$ cat src/rtl/hostctrl_cmd_master_if.sv
// hostctrl_cmd_master_if: command/response channels plus the hostCtrl AXI4 bus.
// master modport is the command master's view; slave is the environment's view.
interface hostctrl_cmd_master_if #(
  parameter int DATA_WIDTH = 32,
  parameter int ADDR_WIDTH = 16,
  parameter int STRB_WIDTH = DATA_WIDTH/8,
  parameter int ID_WIDTH   = 8
);
  logic                  cmd_valid;
  logic                  cmd_ready;
  logic                  cmd_write;
  logic [ADDR_WIDTH-1:0] cmd_addr;
  logic [DATA_WIDTH-1:0] cmd_wdata;
  logic [STRB_WIDTH-1:0] cmd_wstrb;

  logic                  resp_valid;
  logic                  resp_ready;
  logic                  resp_write;
  logic [DATA_WIDTH-1:0] resp_rdata;
  logic [1:0]            resp_code;

  logic [ID_WIDTH-1:0]   awid;
  logic [ADDR_WIDTH-1:0] awaddr;
  logic [7:0]            awlen;
  logic [2:0]            awsize;
  logic [1:0]            awburst;
  logic                  awlock;
  logic [3:0]            awcache;
  logic [2:0]            awprot;
  logic                  awvalid;
  logic                  awready;

  logic [DATA_WIDTH-1:0] wdata;
  logic [STRB_WIDTH-1:0] wstrb;
  logic                  wlast;
  logic                  wvalid;
  logic                  wready;

  logic [ID_WIDTH-1:0]   bid;
  logic [1:0]            bresp;
  logic                  bvalid;
  logic                  bready;

  logic [ID_WIDTH-1:0]   arid;
  logic [ADDR_WIDTH-1:0] araddr;
  logic [7:0]            arlen;
  logic [2:0]            arsize;
  logic [1:0]            arburst;
  logic                  arlock;
  logic [3:0]            arcache;
  logic [2:0]            arprot;
  logic                  arvalid;
  logic                  arready;

  logic [ID_WIDTH-1:0]   rid;
  logic [DATA_WIDTH-1:0] rdata;
  logic [1:0]            rresp;
  logic                  rlast;
  logic                  rvalid;
  logic                  rready;

  modport master (
    input  cmd_valid, cmd_write, cmd_addr, cmd_wdata, cmd_wstrb,
    output cmd_ready,
    output resp_valid, resp_write, resp_rdata, resp_code,
    input  resp_ready,
    output awid, awaddr, awlen, awsize, awburst, awlock, awcache, awprot,
    output awvalid,
    input  awready,
    output wdata, wstrb, wlast, wvalid,
    input  wready,
    input  bid, bresp, bvalid,
    output bready,
    output arid, araddr, arlen, arsize, arburst, arlock, arcache, arprot,
    output arvalid,
    input  arready,
    input  rid, rdata, rresp, rlast, rvalid,
    output rready
  );

  modport slave (
    output cmd_valid, cmd_write, cmd_addr, cmd_wdata, cmd_wstrb,
    input  cmd_ready,
    input  resp_valid, resp_write, resp_rdata, resp_code,
    output resp_ready,
    input  awid, awaddr, awlen, awsize, awburst, awlock, awcache, awprot,
    input  awvalid,
    output awready,
    input  wdata, wstrb, wlast, wvalid,
    output wready,
    output bid, bresp, bvalid,
    input  bready,
    input  arid, araddr, arlen, arsize, arburst, arlock, arcache, arprot,
    input  arvalid,
    output arready,
    output rid, rdata, rresp, rlast, rvalid,
    input  rready
  );
endinterface

$ cat src/rtl/hostctrl_cmd_master.sv
// hostctrl_cmd_master: one-at-a-time single-beat AXI4 register master.
// Optional HOSTCTRL_CMD_MASTER_RSP_CHECK_EN flags bad bid/rid/rlast as SLVERR.
module hostctrl_cmd_master #(
  parameter int DATA_WIDTH = 32,
  parameter int ADDR_WIDTH = 16,
  parameter int STRB_WIDTH = DATA_WIDTH/8,
  parameter int ID_WIDTH   = 8,
  parameter logic [ID_WIDTH-1:0] ID_VALUE = '0
) (
  input logic                  clk,
  input logic                  rst,
  hostctrl_cmd_master_if.master bus
);
  localparam logic [2:0] SIZE = 3'($clog2(STRB_WIDTH));

  typedef enum logic [2:0] {
    IDLE, WR, WR_B, RD_A, RD_R, RESP
  } state_t;

  state_t state, state_n;

  logic aw_done, aw_done_n;
  logic w_done, w_done_n;
  logic live;
  logic write_q;
  logic [ADDR_WIDTH-1:0] addr_q;
  logic [DATA_WIDTH-1:0] wdata_q;
  logic [STRB_WIDTH-1:0] wstrb_q;
  logic [DATA_WIDTH-1:0] rdata_q, rdata_n;
  logic [1:0] code_q, code_n;
  logic cmd_ready_q, awvalid_q, wvalid_q;
  logic bready_q, arvalid_q, rready_q, resp_valid_q;
  logic cmd_hs, aw_hs, w_hs, b_hs, ar_hs, r_hs, resp_hs;
  logic [1:0] b_code, r_code;

  assign cmd_hs  = bus.cmd_valid & cmd_ready_q;
  assign aw_hs   = awvalid_q & bus.awready;
  assign w_hs    = wvalid_q & bus.wready;
  assign b_hs    = bready_q & bus.bvalid;
  assign ar_hs   = arvalid_q & bus.arready;
  assign r_hs    = rready_q & bus.rvalid;
  assign resp_hs = resp_valid_q & bus.resp_ready;

`ifdef HOSTCTRL_CMD_MASTER_RSP_CHECK_EN
  assign b_code = (bus.bid != ID_VALUE) ? 2'b10 : bus.bresp;
  assign r_code = (bus.rid != ID_VALUE || !bus.rlast) ?
                  2'b10 : bus.rresp;
`else
  logic unused_rsp;
  assign unused_rsp = ^{bus.bid, bus.rid, bus.rlast};
  assign b_code = bus.bresp;
  assign r_code = bus.rresp;
`endif

  always_ff @(posedge clk or negedge rst) begin
    if (!rst) state <= IDLE;
    else      state <= state_n;
  end

  always_comb begin
    state_n   = state;
    aw_done_n = aw_done;
    w_done_n  = w_done;
    rdata_n   = rdata_q;
    code_n    = code_q;
    unique case (state)
      IDLE: if (cmd_hs) state_n = bus.cmd_write ? WR : RD_A;
      WR: begin
        aw_done_n = aw_done | aw_hs;
        w_done_n  = w_done | w_hs;
        if (aw_done_n && w_done_n) begin
          state_n   = WR_B;
          aw_done_n = 1'b0;
          w_done_n  = 1'b0;
        end
      end
      WR_B: if (b_hs) begin
        state_n = RESP;
        code_n  = b_code;
        rdata_n = '0;
      end
      RD_A: if (ar_hs) state_n = RD_R;
      RD_R: if (r_hs) begin
        state_n = RESP;
        code_n  = r_code;
        rdata_n = bus.rdata;
      end
      RESP: if (resp_hs) state_n = IDLE;
      default: state_n = IDLE;
    endcase
  end

  // Every handshake output is registered from the next state.
  always_ff @(posedge clk or negedge rst) begin
    if (!rst) begin
      aw_done      <= 1'b0;
      w_done       <= 1'b0;
      live         <= 1'b0;
      write_q      <= 1'b0;
      addr_q       <= '0;
      wdata_q      <= '0;
      wstrb_q      <= '0;
      rdata_q      <= '0;
      code_q       <= '0;
      cmd_ready_q  <= 1'b0;
      awvalid_q    <= 1'b0;
      wvalid_q     <= 1'b0;
      bready_q     <= 1'b0;
      arvalid_q    <= 1'b0;
      rready_q     <= 1'b0;
      resp_valid_q <= 1'b0;
    end else begin
      aw_done      <= aw_done_n;
      w_done       <= w_done_n;
      live         <= 1'b1;
      rdata_q      <= rdata_n;
      code_q       <= code_n;
      cmd_ready_q  <= state_n == IDLE;
      awvalid_q    <= state_n == WR && !aw_done_n;
      wvalid_q     <= state_n == WR && !w_done_n;
      bready_q     <= state_n == WR_B;
      arvalid_q    <= state_n == RD_A;
      rready_q     <= state_n == RD_R;
      resp_valid_q <= state_n == RESP;
      if (cmd_hs) begin
        write_q <= bus.cmd_write;
        addr_q  <= bus.cmd_addr;
        wdata_q <= bus.cmd_wdata;
        wstrb_q <= bus.cmd_wstrb;
      end
    end
  end

  assign bus.cmd_ready  = cmd_ready_q;
  assign bus.resp_valid = resp_valid_q;
  assign bus.resp_write = write_q;
  assign bus.resp_rdata = rdata_q;
  assign bus.resp_code  = code_q;

  // Constant fields read as 0 while in reset.
  assign bus.awid    = live ? ID_VALUE : '0;
  assign bus.awaddr  = addr_q;
  assign bus.awlen   = '0;
  assign bus.awsize  = live ? SIZE : '0;
  assign bus.awburst = live ? 2'b01 : 2'b00;
  assign bus.awlock  = 1'b0;
  assign bus.awcache = '0;
  assign bus.awprot  = '0;
  assign bus.awvalid = awvalid_q;

  assign bus.wdata  = wdata_q;
  assign bus.wstrb  = wstrb_q;
  assign bus.wlast  = live;
  assign bus.wvalid = wvalid_q;
  assign bus.bready = bready_q;

  assign bus.arid    = live ? ID_VALUE : '0;
  assign bus.araddr  = addr_q;
  assign bus.arlen   = '0;
  assign bus.arsize  = live ? SIZE : '0;
  assign bus.arburst = live ? 2'b01 : 2'b00;
  assign bus.arlock  = 1'b0;
  assign bus.arcache = '0;
  assign bus.arprot  = '0;
  assign bus.arvalid = arvalid_q;
  assign bus.rready  = rready_q;
endmodule

$ cat src/flat_wrapper.sv
// flat-port wrapper written by rule: the top's interface ports become plain ports
module hostctrl_cmd_master_flat 
#(
  parameter int DATA_WIDTH = 32,
  parameter int ADDR_WIDTH = 16,
  parameter int STRB_WIDTH = DATA_WIDTH/8,
  parameter int ID_WIDTH   = 8,
  parameter logic [ID_WIDTH-1:0] ID_VALUE = '0
)
  (clk, rst, bus_cmd_valid, bus_cmd_write, bus_cmd_addr, bus_cmd_wdata, bus_cmd_wstrb, bus_cmd_ready, bus_resp_valid, bus_resp_write, bus_resp_rdata, bus_resp_code, bus_resp_ready, bus_awid, bus_awaddr, bus_awlen, bus_awsize, bus_awburst, bus_awlock, bus_awcache, bus_awprot, bus_awvalid, bus_awready, bus_wdata, bus_wstrb, bus_wlast, bus_wvalid, bus_wready, bus_bid, bus_bresp, bus_bvalid, bus_bready, bus_arid, bus_araddr, bus_arlen, bus_arsize, bus_arburst, bus_arlock, bus_arcache, bus_arprot, bus_arvalid, bus_arready, bus_rid, bus_rdata, bus_rresp, bus_rlast, bus_rvalid, bus_rready);
  hostctrl_cmd_master_if #(.DATA_WIDTH(DATA_WIDTH), .ADDR_WIDTH(ADDR_WIDTH), .STRB_WIDTH(STRB_WIDTH), .ID_WIDTH(ID_WIDTH)) bus_i ();
  input logic clk;
  input logic rst;
  input wire logic [$bits(bus_i.cmd_valid)-1:0] bus_cmd_valid;
  input wire logic [$bits(bus_i.cmd_write)-1:0] bus_cmd_write;
  input wire logic [$bits(bus_i.cmd_addr)-1:0] bus_cmd_addr;
  input wire logic [$bits(bus_i.cmd_wdata)-1:0] bus_cmd_wdata;
  input wire logic [$bits(bus_i.cmd_wstrb)-1:0] bus_cmd_wstrb;
  output wire logic [$bits(bus_i.cmd_ready)-1:0] bus_cmd_ready;
  output wire logic [$bits(bus_i.resp_valid)-1:0] bus_resp_valid;
  output wire logic [$bits(bus_i.resp_write)-1:0] bus_resp_write;
  output wire logic [$bits(bus_i.resp_rdata)-1:0] bus_resp_rdata;
  output wire logic [$bits(bus_i.resp_code)-1:0] bus_resp_code;
  input wire logic [$bits(bus_i.resp_ready)-1:0] bus_resp_ready;
  output wire logic [$bits(bus_i.awid)-1:0] bus_awid;
  output wire logic [$bits(bus_i.awaddr)-1:0] bus_awaddr;
  output wire logic [$bits(bus_i.awlen)-1:0] bus_awlen;
  output wire logic [$bits(bus_i.awsize)-1:0] bus_awsize;
  output wire logic [$bits(bus_i.awburst)-1:0] bus_awburst;
  output wire logic [$bits(bus_i.awlock)-1:0] bus_awlock;
  output wire logic [$bits(bus_i.awcache)-1:0] bus_awcache;
  output wire logic [$bits(bus_i.awprot)-1:0] bus_awprot;
  output wire logic [$bits(bus_i.awvalid)-1:0] bus_awvalid;
  input wire logic [$bits(bus_i.awready)-1:0] bus_awready;
  output wire logic [$bits(bus_i.wdata)-1:0] bus_wdata;
  output wire logic [$bits(bus_i.wstrb)-1:0] bus_wstrb;
  output wire logic [$bits(bus_i.wlast)-1:0] bus_wlast;
  output wire logic [$bits(bus_i.wvalid)-1:0] bus_wvalid;
  input wire logic [$bits(bus_i.wready)-1:0] bus_wready;
  input wire logic [$bits(bus_i.bid)-1:0] bus_bid;
  input wire logic [$bits(bus_i.bresp)-1:0] bus_bresp;
  input wire logic [$bits(bus_i.bvalid)-1:0] bus_bvalid;
  output wire logic [$bits(bus_i.bready)-1:0] bus_bready;
  output wire logic [$bits(bus_i.arid)-1:0] bus_arid;
  output wire logic [$bits(bus_i.araddr)-1:0] bus_araddr;
  output wire logic [$bits(bus_i.arlen)-1:0] bus_arlen;
  output wire logic [$bits(bus_i.arsize)-1:0] bus_arsize;
  output wire logic [$bits(bus_i.arburst)-1:0] bus_arburst;
  output wire logic [$bits(bus_i.arlock)-1:0] bus_arlock;
  output wire logic [$bits(bus_i.arcache)-1:0] bus_arcache;
  output wire logic [$bits(bus_i.arprot)-1:0] bus_arprot;
  output wire logic [$bits(bus_i.arvalid)-1:0] bus_arvalid;
  input wire logic [$bits(bus_i.arready)-1:0] bus_arready;
  input wire logic [$bits(bus_i.rid)-1:0] bus_rid;
  input wire logic [$bits(bus_i.rdata)-1:0] bus_rdata;
  input wire logic [$bits(bus_i.rresp)-1:0] bus_rresp;
  input wire logic [$bits(bus_i.rlast)-1:0] bus_rlast;
  input wire logic [$bits(bus_i.rvalid)-1:0] bus_rvalid;
  output wire logic [$bits(bus_i.rready)-1:0] bus_rready;
  assign bus_i.cmd_valid = bus_cmd_valid;
  assign bus_i.cmd_write = bus_cmd_write;
  assign bus_i.cmd_addr = bus_cmd_addr;
  assign bus_i.cmd_wdata = bus_cmd_wdata;
  assign bus_i.cmd_wstrb = bus_cmd_wstrb;
  assign bus_cmd_ready = bus_i.cmd_ready;
  assign bus_resp_valid = bus_i.resp_valid;
  assign bus_resp_write = bus_i.resp_write;
  assign bus_resp_rdata = bus_i.resp_rdata;
  assign bus_resp_code = bus_i.resp_code;
  assign bus_i.resp_ready = bus_resp_ready;
  assign bus_awid = bus_i.awid;
  assign bus_awaddr = bus_i.awaddr;
  assign bus_awlen = bus_i.awlen;
  assign bus_awsize = bus_i.awsize;
  assign bus_awburst = bus_i.awburst;
  assign bus_awlock = bus_i.awlock;
  assign bus_awcache = bus_i.awcache;
  assign bus_awprot = bus_i.awprot;
  assign bus_awvalid = bus_i.awvalid;
  assign bus_i.awready = bus_awready;
  assign bus_wdata = bus_i.wdata;
  assign bus_wstrb = bus_i.wstrb;
  assign bus_wlast = bus_i.wlast;
  assign bus_wvalid = bus_i.wvalid;
  assign bus_i.wready = bus_wready;
  assign bus_i.bid = bus_bid;
  assign bus_i.bresp = bus_bresp;
  assign bus_i.bvalid = bus_bvalid;
  assign bus_bready = bus_i.bready;
  assign bus_arid = bus_i.arid;
  assign bus_araddr = bus_i.araddr;
  assign bus_arlen = bus_i.arlen;
  assign bus_arsize = bus_i.arsize;
  assign bus_arburst = bus_i.arburst;
  assign bus_arlock = bus_i.arlock;
  assign bus_arcache = bus_i.arcache;
  assign bus_arprot = bus_i.arprot;
  assign bus_arvalid = bus_i.arvalid;
  assign bus_i.arready = bus_arready;
  assign bus_i.rid = bus_rid;
  assign bus_i.rdata = bus_rdata;
  assign bus_i.rresp = bus_rresp;
  assign bus_i.rlast = bus_rlast;
  assign bus_i.rvalid = bus_rvalid;
  assign bus_rready = bus_i.rready;
  hostctrl_cmd_master #(.DATA_WIDTH(DATA_WIDTH), .ADDR_WIDTH(ADDR_WIDTH), .STRB_WIDTH(STRB_WIDTH), .ID_WIDTH(ID_WIDTH), .ID_VALUE(ID_VALUE)) u_core (.clk(clk), .rst(rst), .bus(bus_i));
endmodule
$ cat config.mk
export PLATFORM = sky130hd
export DESIGN_NAME = hostctrl_cmd_master_flat
export DESIGN_NICKNAME = d
export VERILOG_FILES = /design/src/rtl/hostctrl_cmd_master_if.sv /design/src/rtl/hostctrl_cmd_master.sv /design/src/flat_wrapper.sv
export SDC_FILE = /design/constraint.sdc
export NUM_CORES = 1
export LEC_CHECK = 0
export CORE_MARGIN = 8
export CORE_UTILIZATION = 36
export CTS_CLUSTER_DIAMETER = 50
export DETAILED_ROUTE_END_ITERATION = 10
export PLACE_DENSITY_LB_ADDON = 0.05
export SLEW_MARGIN = 20
export SYNTH_ARGS = -nofsm -noshare
export SYNTH_HDL_FRONTEND = slang
export SYNTH_SLANG_ARGS = --single-unit
$ cat constraint.sdc
create_clock -name clk -period 2.05 [get_ports clk]
set_input_delay 0.41 -clock clk [delete_from_list [all_inputs] [get_ports clk]]
set_output_delay 0.41 -clock clk [all_outputs]
set_load 0.05 [all_outputs]
# --- Word-level counts from Yosys, hierarchy flattened ---
# Index checks and enable logic that the tools add are counted.
classes:
  eq_ne: 12
  mux: 20
  bitwise_logic: 9
  reduce_logical: 9
ops:
  columns: ["cell", "count"]
  rows:
  - ["two-way mux 32 bit", 2]
  - ["one-hot mux 32 bit (2 select lines)", 1]
  - ["two-way mux 3 bit", 6]
  - ["one-hot mux 3 bit (6 select lines)", 1]
  - ["== test 3 x 2 -> 1 bit, second input constant", 4]
  - ["== test 3 bit, second input constant", 4]
  - ["two-way mux 2 bit", 4]
  - ["bitwise AND 1 bit", 7]
  - ["== test 3 x 1 -> 1 bit, second input constant", 2]
  - ["logical NOT 3 bit", 2]
  - ["two-way mux 1 bit", 5]
  - ["!= test 2 x 1 -> 1 bit, second input constant", 2]
  - ["one-hot mux 2 bit (2 select lines)", 1]
  - ["logical AND 1 bit", 3]
  - ["AND reduction 3 bit", 1]
  - ["logical NOT 1 bit", 2]
  - ["bitwise OR 1 bit", 2]
  - ["nonzero test 2 bit", 1]
word_totals:
  regBits: 100
  inputBits: 115
  out_inout_bits: 169
  elab_cells: 67

# --- Logic depth before layout (Yosys ltp) ---
# Gate-level depths: netlist of run 1.
depth:
  depth_word: 7
  mapped_depth: 7
  ltp_nobuf: 4

# --- Worst setup path before layout of run 1 ---
# OpenSTA, ideal clock, no wires.
synth_path:
  path_type: "reg-to-reg"
  start: "register u_core.awvalid_q (netlist: u_core.bus.awvalid)"
  end: "register u_core.awvalid_q (netlist: u_core.bus.awvalid)"
  setup_ns: 0.122
  arrival_ns: 1.785
  required_ns: 1.928
  slack_ns: 0.142
  stages_incl_launch_ff: 6
  path_buffers: 1
  synth_period_minus_slack_ns: 1.908
  cell_sequence: "dfrtp_1 > a21oi_1 > o311a_1 > or3_1 > buf_4 > nor3b_2"
synth_via:
  elab_chain_cells: 7
  word_cells_on_any_way: 10
  classes_between: "eq/ne (1); mux (4); bitwise (2); reduce/logical (3)"
synth_lines:
  columns: ["item", "line_no", "source"]
  rows:
  - ["start: declaration", "hostctrl_cmd_master.sv:31", "logic cmd_ready_q, awvalid_q, wvalid_q;"]
  - ["start signal: assignment", "hostctrl_cmd_master.sv:119", "awvalid_q <= state_n == WR && !aw_done_n;"]
  - ["bitwise AND 1 bit", "hostctrl_cmd_master.sv:37", "assign aw_hs = awvalid_q & bus.awready;"]
  - ["bitwise OR 1 bit", "hostctrl_cmd_master.sv:69", "aw_done_n = aw_done | aw_hs;"]
  - ["logical AND 1 bit", "hostctrl_cmd_master.sv:71", "if (aw_done_n && w_done_n) begin"]
  - ["two-way mux 3 bit", "hostctrl_cmd_master.sv:71", null]
  - ["one-hot mux 3 bit (6 select lines)", "hostctrl_cmd_master.sv:66", "unique case (state)"]
  - ["named net u_core.state_n[0]", "hostctrl_cmd_master.sv:20", "state_t state, state_n;"]
  - ["== test 3 x 1 -> 1 bit", "hostctrl_cmd_master.sv:119", null]
  - ["logical AND 1 bit", "hostctrl_cmd_master.sv:119", null]
# The timed path passes the listed nets, and every way through them passes these cells.
# A chain may end at the register's enable or synchronous reset.

# --- Final worst setup path of run 1 ---
layout_path:
  start: "register u_core.live (netlist: u_core.bus.wlast)"
  end: "output bus_awsize[1]"
layout_via:
  elab_chain_cells: 1
layout_lines:
  columns: ["item", "line_no", "source"]
  rows:
  - ["start: declaration", "hostctrl_cmd_master.sv:24", "logic live;"]
  - ["start signal: assignment", "hostctrl_cmd_master.sv:98", "live <= 1'b0;"]
  - ["start signal: assignment", "hostctrl_cmd_master.sv:115", "live <= 1'b1;"]
  - ["two-way mux 2 bit", "hostctrl_cmd_master.sv:144", "assign bus.awsize = live ? SIZE : '0;"]
  - ["end: declaration", "flat_wrapper.sv:28", "output wire logic [$bits(bus_i.awsize)-1:0] bus_awsize;"]
# No other way between the ends.

==> results of run 1 <==
-- power breakdown --
group	leakage, uW	internal (uW)	total [uW]	switching (uW)
combinational	0.00172	2900	8470	5570
sequential	0.00118	2950	3510	560
clock	0.000126	811	1500	688
-- cell families after synthesis --
kind of cell / Yosys count / synth area share [%]
compound gates: 50 / 7.923
buf+inv: 126 / 17.10
flops: 100 / 53.35
mux: 56 / 13.39
other cells: 2 / 0.1601
simple gates: 61 / 8.083
-- per-layer routing --
layer	vias up	track usage, %
met3	13	6.283
met4	0	5.738
met5	-	0
li1	1573	-
met2	165	25.02
met1	1595	14.88
-- through the flow --
stage / setup WS [ns] / cells / hold slack (ns) / setup TNS, ns / area [um^2]
2_1_floorplan: 0.1423 / 448 / 0.1144 / 0 / 4890
6_report: 0.07341 / 766 / 0.02072 / 0 / 6913
3_3_place_gp: 0.004965 / 751 / 0.4123 / 0 / 6661
3_5_place_dp: -0.01745 / 751 / 0.4150 / -0.03296 / 6661
5_1_grt: 0.01504 / 766 / 0.05530 / 0 / 6913
4_1_cts: 0.05250 / 766 / 0.03976 / 0 / 6913
-- cells in the mapped netlist (5+ instances only) --
cell	n	area share, %
sky130_fd_sc_hd__o21ai_2	14	2.6
sky130_fd_sc_hd__o21ai_0	20	2.1
sky130_fd_sc_hd__buf_2	7	0.75
sky130_fd_sc_hd__nand3_1	23	2.5
sky130_fd_sc_hd__nand3_2	10	2.1
sky130_fd_sc_hd__buf_4	75	12
sky130_fd_sc_hd__nand2_1	5	0.40
sky130_fd_sc_hd__inv_1	33	2.6
sky130_fd_sc_hd__clkbuf_1	7	0.56
sky130_fd_sc_hd__nor2_1	8	0.64
sky130_fd_sc_hd__mux2_2	54	13
sky130_fd_sc_hd__dfrtp_1	100	53
-- registers in the layout (all words and copies together) (netlist names) --
signal,count
u_core.bus.wstrb,4
u_core.bus.araddr,16
u_core.bus.rready,1
u_core.bus.arvalid,1
u_core.aw_done,1
u_core.bus.resp_rdata,32
u_core.bus.resp_write,1
u_core.bus.wdata,32
u_core.bus.wlast,1
u_core.bus.bready,1
u_core.bus.resp_valid,1
u_core.bus.resp_code,2
u_core.bus.awvalid,1
u_core.bus.cmd_ready,1
u_core.bus.wvalid,1
u_core.state,3
u_core.w_done,1
-- final cells by class --
| cell class | count | share of cell area, % |
|---|---|---|
| clock buffers | 12 | 3.421 |
| clock inverters | 3 | 0.2172 |
| inverters | 33 | 1.792 |
| flip-flops and latches | 100 | 36.20 |
| repair buffers | 224 | 32.22 |
| multi-input cells | 222 | 23.04 |
| well taps | 172 | 3.113 |
-- how the worst max path moves through the flow --
stage,from,endpoint,slack [ns],depth (start not counted)
floorplan,u_core.bus.awvalid,u_core.bus.awvalid,0.14,5
global placement,bus_awready,u_core.bus.awvalid,0.005,5
detailed placement,bus_awready,u_core.bus.wvalid,-0.02,5
CTS,u_core.bus.wlast,bus_arsize[1],0.05,1
global route,u_core.bus.wlast,bus_wlast,0.02,1
finish,u_core.bus.wlast,bus_awsize[1],0.07,1
==> results summary, run 1 <==
The wire length on met1 is 4.368 mm. Walking the worst path, the cells encountered are clkdlybuf4s50_1. The count of buffer and inverter cells on the critical path came out at 1. The met2 routed wirelength is 6.139 mm. The cell family contributing the most delay on the critical path is buffers and inverters.

Setup violations remaining at the end of the flow were counted as 0. The placer congestion estimate came out at 0.7365. The number of hold-slack violations in the final timing report is 0.

The die covers 16,940 um^2. For this run, the register share of the synthesized area comes to 53.35%. The area occupied by multi-input gates is 1593 um^2. The total power after layout is 13,480 uW. In the finished design, the share of the clock period the worst path needs comes to 96.42%.

Summed over all layers, the routed wires come to 12.42 mm. The H-tree was split into 3 levels. The number of iterations in the first detailed-routing pass is 6. In the final layout, the share of cells above drive strength 1 is 20.20%.

The library cell used as clock root buffer is sky130_fd_sc_hd__clkbuf_16. The final core area utilization came out at 54.56%. The highest-delay cell along the critical path is sky130_fd_sc_hd__clkdlybuf4s50_1.

The number of antenna violations at the first check in global routing is 0. In this run the critical register-to-register path is captured at u_core.bus.resp_rdata[16]. Compared with the post-synthesis result, the final layout area differs by 47.37%. The total overflow left after global routing is 0. The post-synthesis instance total came out at 395. The flop-to-flop setup slack is 0.23 ns. The most used flip-flop cell after synthesis is sky130_fd_sc_hd__dfrtp_1. The post-CTS setup-driven buffer insertion count came out at 0. The repair_antennas step left the layout with diodes totalling 0. In this run the standard cell core region covers 12,670 um^2. The count of nets left with antenna violations once routing finished came out at 0. The synthesized cell area came out at 4691 um^2. The number of different library cells in the post-synthesis netlist is 39.

The cell depth of the worst flop-to-flop path came out at 5. For the pin with the worst max-slew slack, the measured transition is 0.5376 ns. Of all flip-flops after synthesis, the portion carrying an async set or reset was 100.0%.

The flip-flop and latch count after synthesis came out at 100. The floorplan step set the die width to 130.2 um. The amount of wire on met3 after detailed routing is 1.728 mm. The clock sink count is 100. Across the routed clock network, the largest skew measured is 0.005305 ns. At the worst endpoint, the required time is 1.64 ns. Dividing the detail-routed via count by the number of cells gives 4.368. The clock tree buffer depth came out at 2.

The number of violations reported at the end of detailed-routing iteration 0 came out at 106. The insertion delay to the later sink of the worst-skew pair is 0.34 ns. The synthesized design contains 0 enable-type register cells. In this run the power density over the cells is 1950 nW/um^2. TritonCTS built the clock tree. The number of buffers inserted by port buffering came out at 212. The synthesis warning total is 0.

Summed over all nets, the half-perimeter wirelength after detailed placement is 9.719 mm. The type of element launching the critical path is a flip-flop. The longest individual stage delay on the worst path is 0.83 ns. The wire length of the first global-routing pass is 18.69 mm.

Once the clock tree was built, the resizer swapped 0 gates to a different size. The most common library cell in the layout ignoring fill and taps is sky130_fd_sc_hd__clkdlybuf4s50_1. The detailed-route via count is 3,346.

The sequential cell area in the final layout came out at 2502 um^2. Global routing used 14.36% of the available tracks across all layers. Entering global routing, the biggest net connects 69 pins. In this run the top signal layer used is met4. Leaving out fill and tap cells, the most frequent cells in the layout are 203 x sky130_fd_sc_hd__clkdlybuf4s50_1, 100 x sky130_fd_sc_hd__dfrtp_1, 55 x sky130_fd_sc_hd__conb_1. The clock period minus worst slack is 1.977 ns. The maximum vdd drop is 0.9402 mV. The worst hold path belongs to the class primary input to async pin. The number of top-level pins came out at 284. Setup repair after global routing left no endpoint under its margin. The average detailed-routed wire length per instance is 16.21 um. Counting the buffers created by CTS gives 9. STA classifies the critical path endpoint as an output pin.

The number of max-slew violations in the final report came out at 0. The type of the setup path with the least slack is flip-flop to output pin. The arrival time reported for the critical path endpoint is 1.57 ns. The number of hold buffers added after CTS is 0.

The number of global-route vias before repair came out at 3,463. Counting the fill cells in the layout gives 1,101. After clock tree synthesis, the clock-pin slew on the worst setup and hold paths is 0.06 ns. The floorplan step set the die height to 130.2 um. The leakage power total is 0.003019 uW.

The headroom to the max-slew limit is 64.05%. The maximum fanout along the worst path came out at 5. The flow ran to the end, and the final reports show no timing, DRC or antenna violations. The initial core utilization is 37.02%. The row count came out at 41.

The timing-limited maximum frequency came out at 505.9 MHz. In this run the critical register-to-register path is launched from u_core.state[1]. Across the run, the number of max-cap violations was 0. The synthesized area per cell came out at 11.88 um^2. The DRC violations left came out at 0. The number of nets at the end of the flow came out at 705.
No activity file was read; power rests on OpenSTA's default activity.
==> run 2: changes to the inputs <==
--- a/config.mk
+++ b/config.mk
@@ -6,7 +6,7 @@
 export NUM_CORES = 1
 export LEC_CHECK = 0
 export CORE_MARGIN = 8
-export CORE_UTILIZATION = 36
+export CORE_UTILIZATION = 34
 export CTS_CLUSTER_DIAMETER = 50
 export DETAILED_ROUTE_END_ITERATION = 10
 export PLACE_DENSITY_LB_ADDON = 0.05
==> constraint.sdc (replaced) <==
create_clock -name clk -period 2 [get_ports clk]
set_input_delay 0.4 -clock clk [delete_from_list [all_inputs] [get_ports clk]]
set_output_delay 0.4 -clock clk [all_outputs]
set_load 0.05 [all_outputs]
==> run 2 against run 1 <==
Die area up 5.1%. Combinational power grew 2%. Sequential share of layout area fell by 0.11 points. Non-clock buffer count did not move. First-iteration DRC count rose by 15%. Power increased by 3.1%. Largest power group unchanged. Critical path type unchanged. Worst setup slack got worse by 0.022 ns. Final cell count is 1.2% higher.
==> results summary, run 2 (synthesis results as in run 1) <==
The height of the die is 133.5 um. The gate family responsible for the most delay along the worst path is buffers and inverters. The clock transition time at the flip-flop clock pins of the worst setup and hold paths came out at 0.06 ns. At the end of routability-driven placement, the weighted congestion stood at 0.7342. The number of setup buffers added after CTS is 0. Once the floorplan was initialized, standard cells occupied 34.33% of the core. At the later pin of the worst-skew pair, clock insertion delay measures 0.34 ns. The top cell types in the final layout, fill and taps aside, are 182 x sky130_fd_sc_hd__clkdlybuf4s50_1, 100 x sky130_fd_sc_hd__dfrtp_1, 55 x sky130_fd_sc_hd__conb_1. The library cell used as clock root buffer is sky130_fd_sc_hd__clkbuf_16. The number of global-route vias before repair came to 3,509. The arrival time reported for the critical path endpoint came out at 1.55 ns. The clock period minus worst slack came out at 1.948 ns.

The sequential cell area in the final layout came out at 2502 um^2. The maximum vdd drop is 1.183 mV. The leakage power total came out at 0.003087 uW.

The core region is 13,670 um^2. The die span in x is 133.5 um. The longest individual stage delay on the worst path came out at 0.82 ns. The number of failing setup endpoints in the final timing report came out at 0.

The detailed-route via count is 3,331. The library cell used most frequently in the layout, excluding fill and tap cells, is sky130_fd_sc_hd__clkdlybuf4s50_1. The clock tree buffer depth is 2.

The clock tree skew after final layout is 0.003957 ns. The overall die area came out at 17,810 um^2. Summing all multi-input logic gate instances after layout gives 1593 um^2.

The number of violations reported at the end of detailed-routing iteration 0 came out at 122. The average via count per standard cell came out at 4.298. Compared with the post-synthesis result, the final layout area differs by 47.83%.

The aggregate global routing overflow came out at 0. The filler cell count in the final layout is 1,258. Global routing used 13.57% of the available tracks across all layers. The number of max-slew violations in the final report came out at 0. The number of iterations in the first detailed-routing pass is 4. Measured against its own limit, the worst slew margin works out to 64.33%. The maximum fanout along the worst path came out at 3.

The number of nets at the end of the flow is 705. The slowest stage of the critical path is the sky130_fd_sc_hd__clkdlybuf4s50_1 cell. TritonCTS built the clock tree. The number of buffers inserted by port buffering is 212.

The DRC violations left came out at 0. The tool flagged a number of max-cap violations equal to 0. The clock sink count is 100. The period utilization is 97.41%. The total routed wirelength came out at 12.38 mm. The tightest min-delay check is of the primary input to async pin type. The number of antenna diodes in the final layout is 0. The number of top-level pins came out at 284. For the pin with the worst max-slew slack, the measured transition is 0.5334 ns. The flow ran to the end, and the final reports show no timing, DRC or antenna violations. The signal on the critical path passes through clkdlybuf4s50_1.

Data on the critical path is required at its endpoint by 1.60 ns. The HPWL reported at the end of detailed placement is 9.629 mm. The total power after layout is 13,900 uW. The type of element launching the critical path is a flip-flop.

The number of levels the H-tree was split into came out at 3. The power per standard cell area came out at 2005 nW/um^2. The pin count of the biggest net entering global routing is 101.

The row count came out at 43. The number of hold-slack violations in the final timing report came out at 0. The wire length of the first global-routing pass is 18.99 mm. The post-route setup TNS is 0 ns. Setup repair after global routing left no endpoint under its margin. The TritonCTS buffer count came out at 9. By startpoint and endpoint, the worst setup path is classified as flip-flop to output pin. The number of antenna violations at the first check in global routing came to 0. The average detailed-routed wire length per instance is 15.98 um. The share of cells above drive strength 1 is 22.86%. The timing-limited maximum frequency is 513.3 MHz. The post-detailed-route count of antenna-violating nets is 0. The count of buffer and inverter cells on the critical path came out at 1. STA classifies the critical path endpoint as an output pin.
[run 2: stage by stage]
step	hold slack [ns]	cells	instance area, um^2	util [%]	setup WS [ns]
floorplan	0.1044	448	4890	-	0.09231
global placement	0.4864	759	6639	48.58	-0.02945
detailed placement	0.4915	759	6639	48.58	-0.05327
CTS	0.1308	775	6924	50.67	0.009582
global route	0.1364	775	6934	50.74	0.005576
finish	0.09634	775	6934	50.74	0.05172
[run 2: final timing paths]
kind	startpoint	to	slack (ns)	cells past startpoint
max in group asynchronous	rst	u_core.bus.resp_rdata[3]	1.49	2
setup / recovery	u_core.bus.araddr[6]	bus_araddr[6]	0.05	1
hold / removal	rst	u_core.bus.wdata[25]	0.1	2
setup reg to reg	u_core.state[2]	u_core.bus.wvalid	0.22	5
hold reg to reg	u_core.bus.wdata[19]	u_core.bus.wdata[19]	0.50	1
min in group clk	u_core.bus.wdata[19]	u_core.bus.wdata[19]	0.50	1
[run 2: cell type report]
cell class / count / area share (%)
inverter: 33 / 1.786
timing repair buffer: 224 / 31.72
tap: 180 / 3.248
sequential: 100 / 36.09
clock buffer: 13 / 3.898
clock inverter: 3 / 0.2887
multi-input combinational: 222 / 22.97
[run 2: timing repair]
action,4_1_cts,5_1_grt
endpoints found under the setup margin,4,4
gates resized for setup,4,4
hold buffers,0,0
[run 2: layer usage]
layer	routed length [um]	share of wire (%)	vias up	GRT usage, %
met5	0	0	-	0
met2	6167	50	161	23.09
met1	4377	35	1586	13.52
met3	1639	13	12	8.095
met4	198	1.6	0	4.429
li1	-	-	1572	-
[run 2: power breakdown]
part	internal, uW	switching (uW)
Clock	944	733
Sequential	3020	570
Combinational	2930	5710
Total	6890	7010
[run 2: worst register-to-register path, cell delays in order, from the launching register on]
cell	delay, ns
sky130_fd_sc_hd__dfrtp_1	0.43
sky130_fd_sc_hd__buf_4	0.18
sky130_fd_sc_hd__or3_1	0.43
sky130_fd_sc_hd__o32ai_2	0.33
sky130_fd_sc_hd__a41o_1	0.23
sky130_fd_sc_hd__nor3b_2	0.07
